$ cat config.mk
export PLATFORM = sky130hd
export DESIGN_NAME = hub75_bcm_scan
export DESIGN_NICKNAME = d
export VERILOG_FILES = /design/src/rtl/hub75_bcm_scan.sv
export SDC_FILE = /design/constraint.sdc
export NUM_CORES = 1
export LEC_CHECK = 0
export CELL_PAD_IN_SITES_DETAIL_PLACEMENT = 1
export CELL_PAD_IN_SITES_GLOBAL_PLACEMENT = 1
export CORE_MARGIN = 5
export CORE_UTILIZATION = 38
export CTS_BUF_LIST = sky130_fd_sc_hd__clkbuf_16
export DETAILED_ROUTE_END_ITERATION = 16
export PLACE_DENSITY = 0.83
export SLEW_MARGIN = 5
export SYNTH_ARGS = -nofsm -noshare
export SYNTH_HDL_FRONTEND = slang
export SYNTH_SLANG_ARGS = --single-unit
export TNS_END_PERCENT = 20
$ cat constraint.sdc
create_clock -name clk -period 2.9 [get_ports clk]
set_input_delay 0.58 -clock clk [delete_from_list [all_inputs] [get_ports clk]]
set_output_delay 0.58 -clock clk [all_outputs]
set_load 0.01 [all_outputs]
$ cat src/rtl/hub75_bcm_scan.sv
// HUB75 panel scanner: fetches pixel pairs, shifts one bit-plane per pass and
// displays it for BASE_ON<<plane cycles. Optional dead time: HUB75_DEADTIME_EN.
module hub75_bcm_scan #(
  parameter int COLS      = 64,
  parameter int SCAN_ROWS = 32,
  parameter int ADDR_W    = 5,
  parameter int BPC       = 4,
  parameter int CLK_DIV   = 2,
  parameter int BASE_ON   = 32,
  parameter int DEAD_CYC  = 4
) (
  input  logic                    clk,
  input  logic                    rst,
  input  logic                    en,
  output logic                    pix_rd,
  output logic [ADDR_W-1:0]       pix_row,
  output logic [$clog2(COLS)-1:0] pix_col,
  input  logic [6*BPC-1:0]        pix_data,
  output logic                    r0,
  output logic                    g0,
  output logic                    b0,
  output logic                    r1,
  output logic                    g1,
  output logic                    b1,
  output logic [ADDR_W-1:0]       addr,
  output logic                    clk_out,
  output logic                    latch,
  output logic                    oe,
  output logic                    frame_start
);

  localparam int COL_W = $clog2(COLS);
  localparam int PL_W  = (BPC > 1) ? $clog2(BPC) : 1;
  localparam int OW    = ADDR_W + BPC + 16;

  localparam logic [COL_W-1:0]  COL_ZERO = {COL_W{1'b0}};
  localparam logic [COL_W-1:0]  COL_ONE  = COL_W'(1);
  localparam logic [COL_W-1:0]  COL_LAST = COL_W'(COLS - 1);
  localparam logic [ADDR_W-1:0] ROW_ZERO = {ADDR_W{1'b0}};
  localparam logic [ADDR_W-1:0] ROW_ONE  = ADDR_W'(1);
  localparam logic [ADDR_W-1:0] ROW_LAST = ADDR_W'(SCAN_ROWS - 1);
  localparam logic [PL_W-1:0]   PL_ZERO  = {PL_W{1'b0}};
  localparam logic [PL_W-1:0]   PL_ONE   = PL_W'(1);
  localparam logic [PL_W-1:0]   PL_LAST  = PL_W'(BPC - 1);
  localparam logic [OW-1:0]     T_ZERO   = {OW{1'b0}};
  localparam logic [OW-1:0]     T_ONE    = OW'(1);
  localparam logic [OW-1:0]     T_CAP    = OW'(1);
  localparam logic [OW-1:0]     T_HIGH   = OW'(CLK_DIV + 2);
  localparam logic [OW-1:0]     T_LAST   = OW'(2 * CLK_DIV + 1);
  localparam logic [OW-1:0]     T_BASE   = OW'(BASE_ON);
`ifdef HUB75_DEADTIME_EN
  localparam logic [OW-1:0]     T_DEAD   = OW'(DEAD_CYC - 1);
`endif

`ifdef HUB75_DEADTIME_EN
  typedef enum logic [2:0] {
    IDLE    = 3'd0,
    SHIFT   = 3'd1,
    LATCH   = 3'd2,
    BLANK   = 3'd3,
    DISPLAY = 3'd4
  } state_t;
`else
  typedef enum logic [2:0] {
    IDLE    = 3'd0,
    SHIFT   = 3'd1,
    LATCH   = 3'd2,
    DISPLAY = 3'd4
  } state_t;
`endif

  state_t            state_r, state_s;
  logic [OW-1:0]     tmr_r, tmr_s;
  logic [COL_W-1:0]  col_r, col_s;
  logic [ADDR_W-1:0] row_r, row_s;
  logic [PL_W-1:0]   plane_r, plane_s;
  logic              fs_s;
  logic [OW-1:0]     disp_last_s;
  logic [5:0]        rgb_r;

  // Bit [pl] of each of the six colour fields, field 0 in bit 0.
  function automatic logic [5:0] plane_bits(input logic [6*BPC-1:0] data,
                                            input logic [PL_W-1:0]  pl);
    logic [5:0] bits;
    bits = 6'd0;
    for (int k = 0; k < 6; k++) begin
      bits[k] = data[k*BPC + int'(pl)];
    end
    return bits;
  endfunction

  assign pix_row = row_r;
  assign pix_col = col_r;
  assign r0 = rgb_r[0];
  assign g0 = rgb_r[1];
  assign b0 = rgb_r[2];
  assign r1 = rgb_r[3];
  assign g1 = rgb_r[4];
  assign b1 = rgb_r[5];

  // Display window for the current plane, minus one as the count-down start.
  always_comb begin
    disp_last_s = (T_BASE << plane_r) - T_ONE;
  end

  // Next-state logic: SHIFT phases are 0 fetch, 1 capture, then low and high halves.
  always_comb begin
    state_s = state_r;
    tmr_s   = tmr_r;
    col_s   = col_r;
    row_s   = row_r;
    plane_s = plane_r;
    fs_s    = 1'b0;
    case (state_r)
      IDLE: begin
        if (en) begin
          state_s = SHIFT;
          tmr_s   = T_ZERO;
          col_s   = COL_ZERO;
          row_s   = ROW_ZERO;
          plane_s = PL_ZERO;
          fs_s    = 1'b1;
        end else begin
          state_s = IDLE;
        end
      end
      SHIFT: begin
        if (tmr_r == T_LAST) begin
          tmr_s = T_ZERO;
          if (col_r == COL_LAST) begin
            state_s = LATCH;
          end else begin
            col_s = col_r + COL_ONE;
          end
        end else begin
          tmr_s = tmr_r + T_ONE;
        end
      end
      LATCH: begin
`ifdef HUB75_DEADTIME_EN
        state_s = BLANK;
        tmr_s   = T_DEAD;
`else
        state_s = DISPLAY;
        tmr_s   = disp_last_s;
`endif
      end
`ifdef HUB75_DEADTIME_EN
      BLANK: begin
        if (tmr_r == T_ZERO) begin
          state_s = DISPLAY;
          tmr_s   = disp_last_s;
        end else begin
          tmr_s = tmr_r - T_ONE;
        end
      end
`endif
      DISPLAY: begin
        if (tmr_r == T_ZERO) begin
          tmr_s = T_ZERO;
          col_s = COL_ZERO;
          if (plane_r != PL_LAST) begin
            plane_s = plane_r + PL_ONE;
            state_s = SHIFT;
          end else if (row_r != ROW_LAST) begin
            plane_s = PL_ZERO;
            row_s   = row_r + ROW_ONE;
            state_s = SHIFT;
          end else begin
            plane_s = PL_ZERO;
            row_s   = ROW_ZERO;
            // Only place besides IDLE where en is looked at.
            if (en) begin
              state_s = SHIFT;
              fs_s    = 1'b1;
            end else begin
              state_s = IDLE;
            end
          end
        end else begin
          tmr_s = tmr_r - T_ONE;
        end
      end
      default: begin
        state_s = IDLE;
        tmr_s   = T_ZERO;
        col_s   = COL_ZERO;
        row_s   = ROW_ZERO;
        plane_s = PL_ZERO;
      end
    endcase
  end

  // State, position and timing counters.
  always_ff @(posedge clk) begin
    if (rst) begin
      state_r <= IDLE;
      tmr_r   <= T_ZERO;
      col_r   <= COL_ZERO;
      row_r   <= ROW_ZERO;
      plane_r <= PL_ZERO;
    end else begin
      state_r <= state_s;
      tmr_r   <= tmr_s;
      col_r   <= col_s;
      row_r   <= row_s;
      plane_r <= plane_s;
    end
  end

  // Panel and fetch outputs registered from the next state so they line up with state_r.
  always_ff @(posedge clk) begin
    if (rst) begin
      pix_rd      <= 1'b0;
      clk_out     <= 1'b0;
      latch       <= 1'b0;
      oe          <= 1'b1;
      frame_start <= 1'b0;
      addr        <= ROW_ZERO;
      rgb_r       <= 6'd0;
    end else begin
      pix_rd      <= (state_s == SHIFT) && (tmr_s == T_ZERO);
      clk_out     <= (state_s == SHIFT) && (tmr_s >= T_HIGH);
      latch       <= (state_s == LATCH);
      oe          <= (state_s != DISPLAY);
      frame_start <= fs_s;
      if ((state_s == LATCH) && (plane_s == PL_ZERO)) begin
        addr <= row_s;
      end else begin
        addr <= addr;
      end
      // pix_data is only trusted in the cycle right after the read strobe.
      if ((state_r == SHIFT) && (tmr_r == T_CAP)) begin
        rgb_r <= plane_bits(pix_data, plane_r);
      end else begin
        rgb_r <= rgb_r;
      end
    end
  end

endmodule

==> parameters.txt <==
Parameter                              Value

Floorplan
  Overall die width    about 120 um
  Vertical extent of the die    between 100 and 150 um
  Core area    ~0.011 mm^2
  Top-level port count    54
  Die outline area    around 0.013 mm^2
  Count of standard-cell rows    38
  Starting Density    between 30% and 40%

STA
  Rel. slew slack    23.5%
  Layout Skew    0.00686 ns
  Max Slew Vio Count    0
  Unrepaired setup endpoints after global routing    true
  Final setup violation count    3
  Final setup margin    -0.218 ns
  Period Utilization, post-route    108%
  Final Hold Viols    0
  Achievable clock frequency    around 0.32 GHz
  Pin slew with the least headroom to its limit    between 1 and 1.5 ns
  Post-layout minimum cycle time    roughly 3.1 ns

Status
  Failing checks    negative setup slack
  Outcome    finished with violations

Drt
  Number of violations reported at the end of detailed-routing iteration 0    roughly 620
  Per-cell routed wire length    between 20 and 30 um
  DRT Pass-1 Iters    6
  Routed wire length    ~23,000 um
  Antenna-violating nets left    0
  Average via count per standard cell    roughly 6.4
  Total vias in the final route    about 5,700
  Residual DRC count    0

Critical path
  Cell with the biggest individual delay on the critical path    sky130_fd_sc_hd__or4_4
  Kind of cell with the highest combined delay on the critical path    simple AND/OR/NAND/NOR gates
  Crit. End Element    flip-flop
  Startpoint of the worst register-to-register path    tmr_r[3]$_SDFF_PP0_
  Worst endpoint data arrival time    ~3.4 ns
  Setup CP Type    flip-flop to flip-flop
  Required time of the critical path    ~3.1 ns
  CP bufs+invs    2
  Worst Setup SP    tmr_r[3]$_SDFF_PP0_
  Crit-path cells    buf_6 -> nor4_4 -> buf_4 -> nand4_1 -> o31ai_2 -> a21oi_2 -> nor4_4 -> nand2_1 -> or4_4 -> o21a_1
  Largest stage delay on the critical path    approximately 0.58 ns
  Category of the worst setup path launch point    flip-flop
  Cell type with the highest occurrence count on the critical path    sky130_fd_sc_hd__nor4_4
  Highest net fanout along the worst path    5

Place
  Number of cells in the design after placement    815
  Final Wtd Congestion    0.962
  Dpl hpwl    14,100 um
  Port Buffer Count    53
  Post-Place Worst Slack    -0.359 ns

Power
  Max VDD drop    approximately 0.28 mV
  Leakage power    about 2.7 nW
  Power density over the cells    ~370 mW/mm^2

Clock network
  H-Tree Level Count    3
  Clock net sink count    between 50 and 60
  Clock slew at the register clock pins of the worst setup and hold paths    ~0.060 ns
  Worst-Skew Late Latency    approximately 0.36 ns
  Clock buffer depth    2
  Post-CTS Hold Buffers    0
  Cell chosen for the clock root    sky130_fd_sc_hd__clkbuf_16
  Number of buffers created by CTS    9
  TritonCTS clock tree    built

Synth
  Total standard cell area after synthesis    between 0.004 and 0.005 mm^2
  Mean cell area of the mapped netlist    between 7 and 8 um^2
  Synth warnings    0
  Number of flip-flops and latches in the synthesized netlist    57
  Post-synthesis instance total    between 500 and 600
  Number of synthesized flops with an enable pin    0
  Portion of the post-synthesis area used by sequential elements    between 20% and 30%
  Most instantiated flip-flop cell in the synthesis netlist    sky130_fd_sc_hd__dfxtp_1
  Syn_nets    577
  Share of async-settable or async-resettable flops after synthesis    0%
  Number of distinct standard cells referenced by the synthesized netlist    70

Worst hold path
  Hold path start    rgb_r[0]$_SDFFE_PP0P_
  Worst min-delay path category    flip-flop to flip-flop

GRT
  Most used routing layer in global routing    met2
  Remaining Overflow, GRT    0
  Met1 usage in global routing    35.1%
  Met2 routing resource usage after global routing    approximately 57%
  Number of global-route vias before repair    approximately 6,000
  Pin count of the biggest net entering global routing    22
  Antenna violations before repair    0
  Total global routing track utilization    between 30% and 40%
  Met3 Use GR    around 9%
  Wire length of the first global-routing pass    33,300 um

Cells and area
  Sequential Area    roughly 0.0012 mm^2
  Antenna diode instance count    0
  Non-filler instance count after layout    880
  Area added between synthesis and finish    59.1%
  Post-layout util    ~62%
  Count of filler cells inserted in the layout    1,275
  # nets final    slightly below 800
  Area used by multi-input combinational logic    0.00311 mm^2
  Layout cell share with drive strength beyond 1    between 30 and 40%

Run
  Max-cap viol count    0
## layer usage
layer | share of wire, % | routed length (um)
met3 | 8.8 | 2020
met1 | 35 | 8070
met4 | 7.6 | 1740
met5 | 0 | 0
met2 | 48 | 11100
## flip-flops by register name, indices dropped and copies added, names as in the netlist
name and cells:
latch 1, tmr_r 25, pix_rd 1, plane_r 2
clk_out 1, pix_row 5, frame_start 1, addr 5
pix_col 6, rgb_r 6, oe 1, state_r 3
## cell usage after synthesis (7+ instances only)
master / instances / area share [%]
sky130_fd_sc_hd__nor2_1: 74 / 6.6
sky130_fd_sc_hd__dfxtp_1: 57 / 27
sky130_fd_sc_hd__a21oi_1: 32 / 3.8
sky130_fd_sc_hd__nand2_1: 32 / 2.8
sky130_fd_sc_hd__clkbuf_1: 24 / 2.1
sky130_fd_sc_hd__o21ai_0: 24 / 2.8
sky130_fd_sc_hd__nand3_1: 20 / 2.4
sky130_fd_sc_hd__nand4_1: 18 / 2.7
sky130_fd_sc_hd__inv_1: 17 / 1.5
sky130_fd_sc_hd__nor3_1: 16 / 1.9
sky130_fd_sc_hd__nor4_1: 15 / 2.2
sky130_fd_sc_hd__ha_1: 14 / 4.2
sky130_fd_sc_hd__mux2i_1: 12 / 2.8
sky130_fd_sc_hd__xor2_1: 11 / 2.3
sky130_fd_sc_hd__nor2b_1: 10 / 1.5
sky130_fd_sc_hd__and3_1: 9 / 1.3
sky130_fd_sc_hd__buf_2: 9 / 1.1
sky130_fd_sc_hd__a211oi_1: 8 / 1.4
sky130_fd_sc_hd__buf_4: 7 / 1.2
sky130_fd_sc_hd__or4_1: 7 / 1.2
## report_power, final
| group | total (mW) | internal (mW) | leakage (nW) | switching, mW |
|---|---|---|---|---|
| logic | 0.557 | 0.260 | 2.12 | 0.297 |
| registers | 0.807 | 0.795 | 0.467 | 0.0118 |
| clock network | 1.11 | 0.663 | 0.135 | 0.447 |
## through the flow
| step | total power, mW | hold WS [ns] | setup TNS [ns] | instance area [um^2] |
|---|---|---|---|---|
| after floorplan | 1.03 | 0.531 | 0 | 4220 |
| after global placement | 1.25 | 0.474 | -1.13 | 5700 |
| after detailed placement | 1.26 | 0.496 | -1.56 | 5700 |
| after CTS | 2.40 | 0.515 | -0.0158 | 6460 |
| after global routing | 2.53 | 0.558 | -0.834 | 6710 |
| final | 2.47 | 0.516 | -0.446 | 6710 |
## worst paths after layout
| check | endpoint | slack, ns | depth (start not counted) |
|---|---|---|---|
| setup reg to reg | clk_out$_SDFF_PP0_ | -0.22 | 10 |
| setup / recovery | clk_out$_SDFF_PP0_ | -0.22 | 10 |
| hold reg to reg | rgb_r[0]$_SDFFE_PP0P_ | 0.52 | 2 |
| hold / removal | rgb_r[0]$_SDFFE_PP0P_ | 0.52 | 2 |
## final cells by class
cell class                 count  share of cell area, %
sequential                    57                   17.3
multi-input combinational    420                   46.4
timing repair buffer         230                   28.3
inverter                      17                  0.951
clock inverter                 7                   1.04
clock buffer                   9                   3.36
tap                          140                   2.61
## tightest hold or removal path: stages, from the launching register on
cell	delay (ns)
sky130_fd_sc_hd__dfxtp_1	0.34
sky130_fd_sc_hd__mux2i_1	0.07
sky130_fd_sc_hd__nor2_1	0.07
## timing repair
action,4_1_cts,5_1_grt
endpoints found under the hold margin,0,0
pin swaps,30,29
buffers inserted,34,15
cloned,1,0
setup endpoints to repair,7,8
resized for setup,49,35
## cell usage in the layout (no fill, tap or decap), types with 7 or more instances in the layout
| cell type | Yosys | layout |
|---|---|---|
| sky130_fd_sc_hd__o21ai_0 | 24 | 19 |
| sky130_fd_sc_hd__dfxtp_2 | 0 | 12 |
| sky130_fd_sc_hd__buf_4 | 7 | 169 |
| sky130_fd_sc_hd__and3_1 | 9 | 9 |
| sky130_fd_sc_hd__nand2_1 | 32 | 31 |
| sky130_fd_sc_hd__dfxtp_1 | 57 | 44 |
| sky130_fd_sc_hd__nor2_1 | 74 | 70 |
| sky130_fd_sc_hd__nor4_1 | 15 | 10 |
| sky130_fd_sc_hd__clkbuf_16 | 0 | 9 |
| sky130_fd_sc_hd__mux2i_1 | 12 | 12 |
| sky130_fd_sc_hd__buf_6 | 3 | 7 |
| sky130_fd_sc_hd__nor2b_1 | 10 | 9 |
| sky130_fd_sc_hd__clkdlybuf4s50_1 | 0 | 53 |
| sky130_fd_sc_hd__nand3_1 | 20 | 18 |
| sky130_fd_sc_hd__a21oi_1 | 32 | 26 |
| sky130_fd_sc_hd__inv_1 | 17 | 17 |
| sky130_fd_sc_hd__nor3_1 | 16 | 11 |
| sky130_fd_sc_hd__xor2_1 | 11 | 11 |
| sky130_fd_sc_hd__nor4_4 | 3 | 7 |
| sky130_fd_sc_hd__nand4_1 | 18 | 18 |
| sky130_fd_sc_hd__ha_1 | 14 | 14 |
## cell families after synthesis
logic type / share of synthesized area [%]
multiplexers: 6.32
AO/OA/AOI/OAI: 19.4
flip-flops: 27.1
buffers and inverters: 6.77
adder cells (fa/ha/maj): 4.15
AND/OR/NAND/NOR: 32.8
XOR/XNOR: 3.53
(Power assumes the default switching activity.)
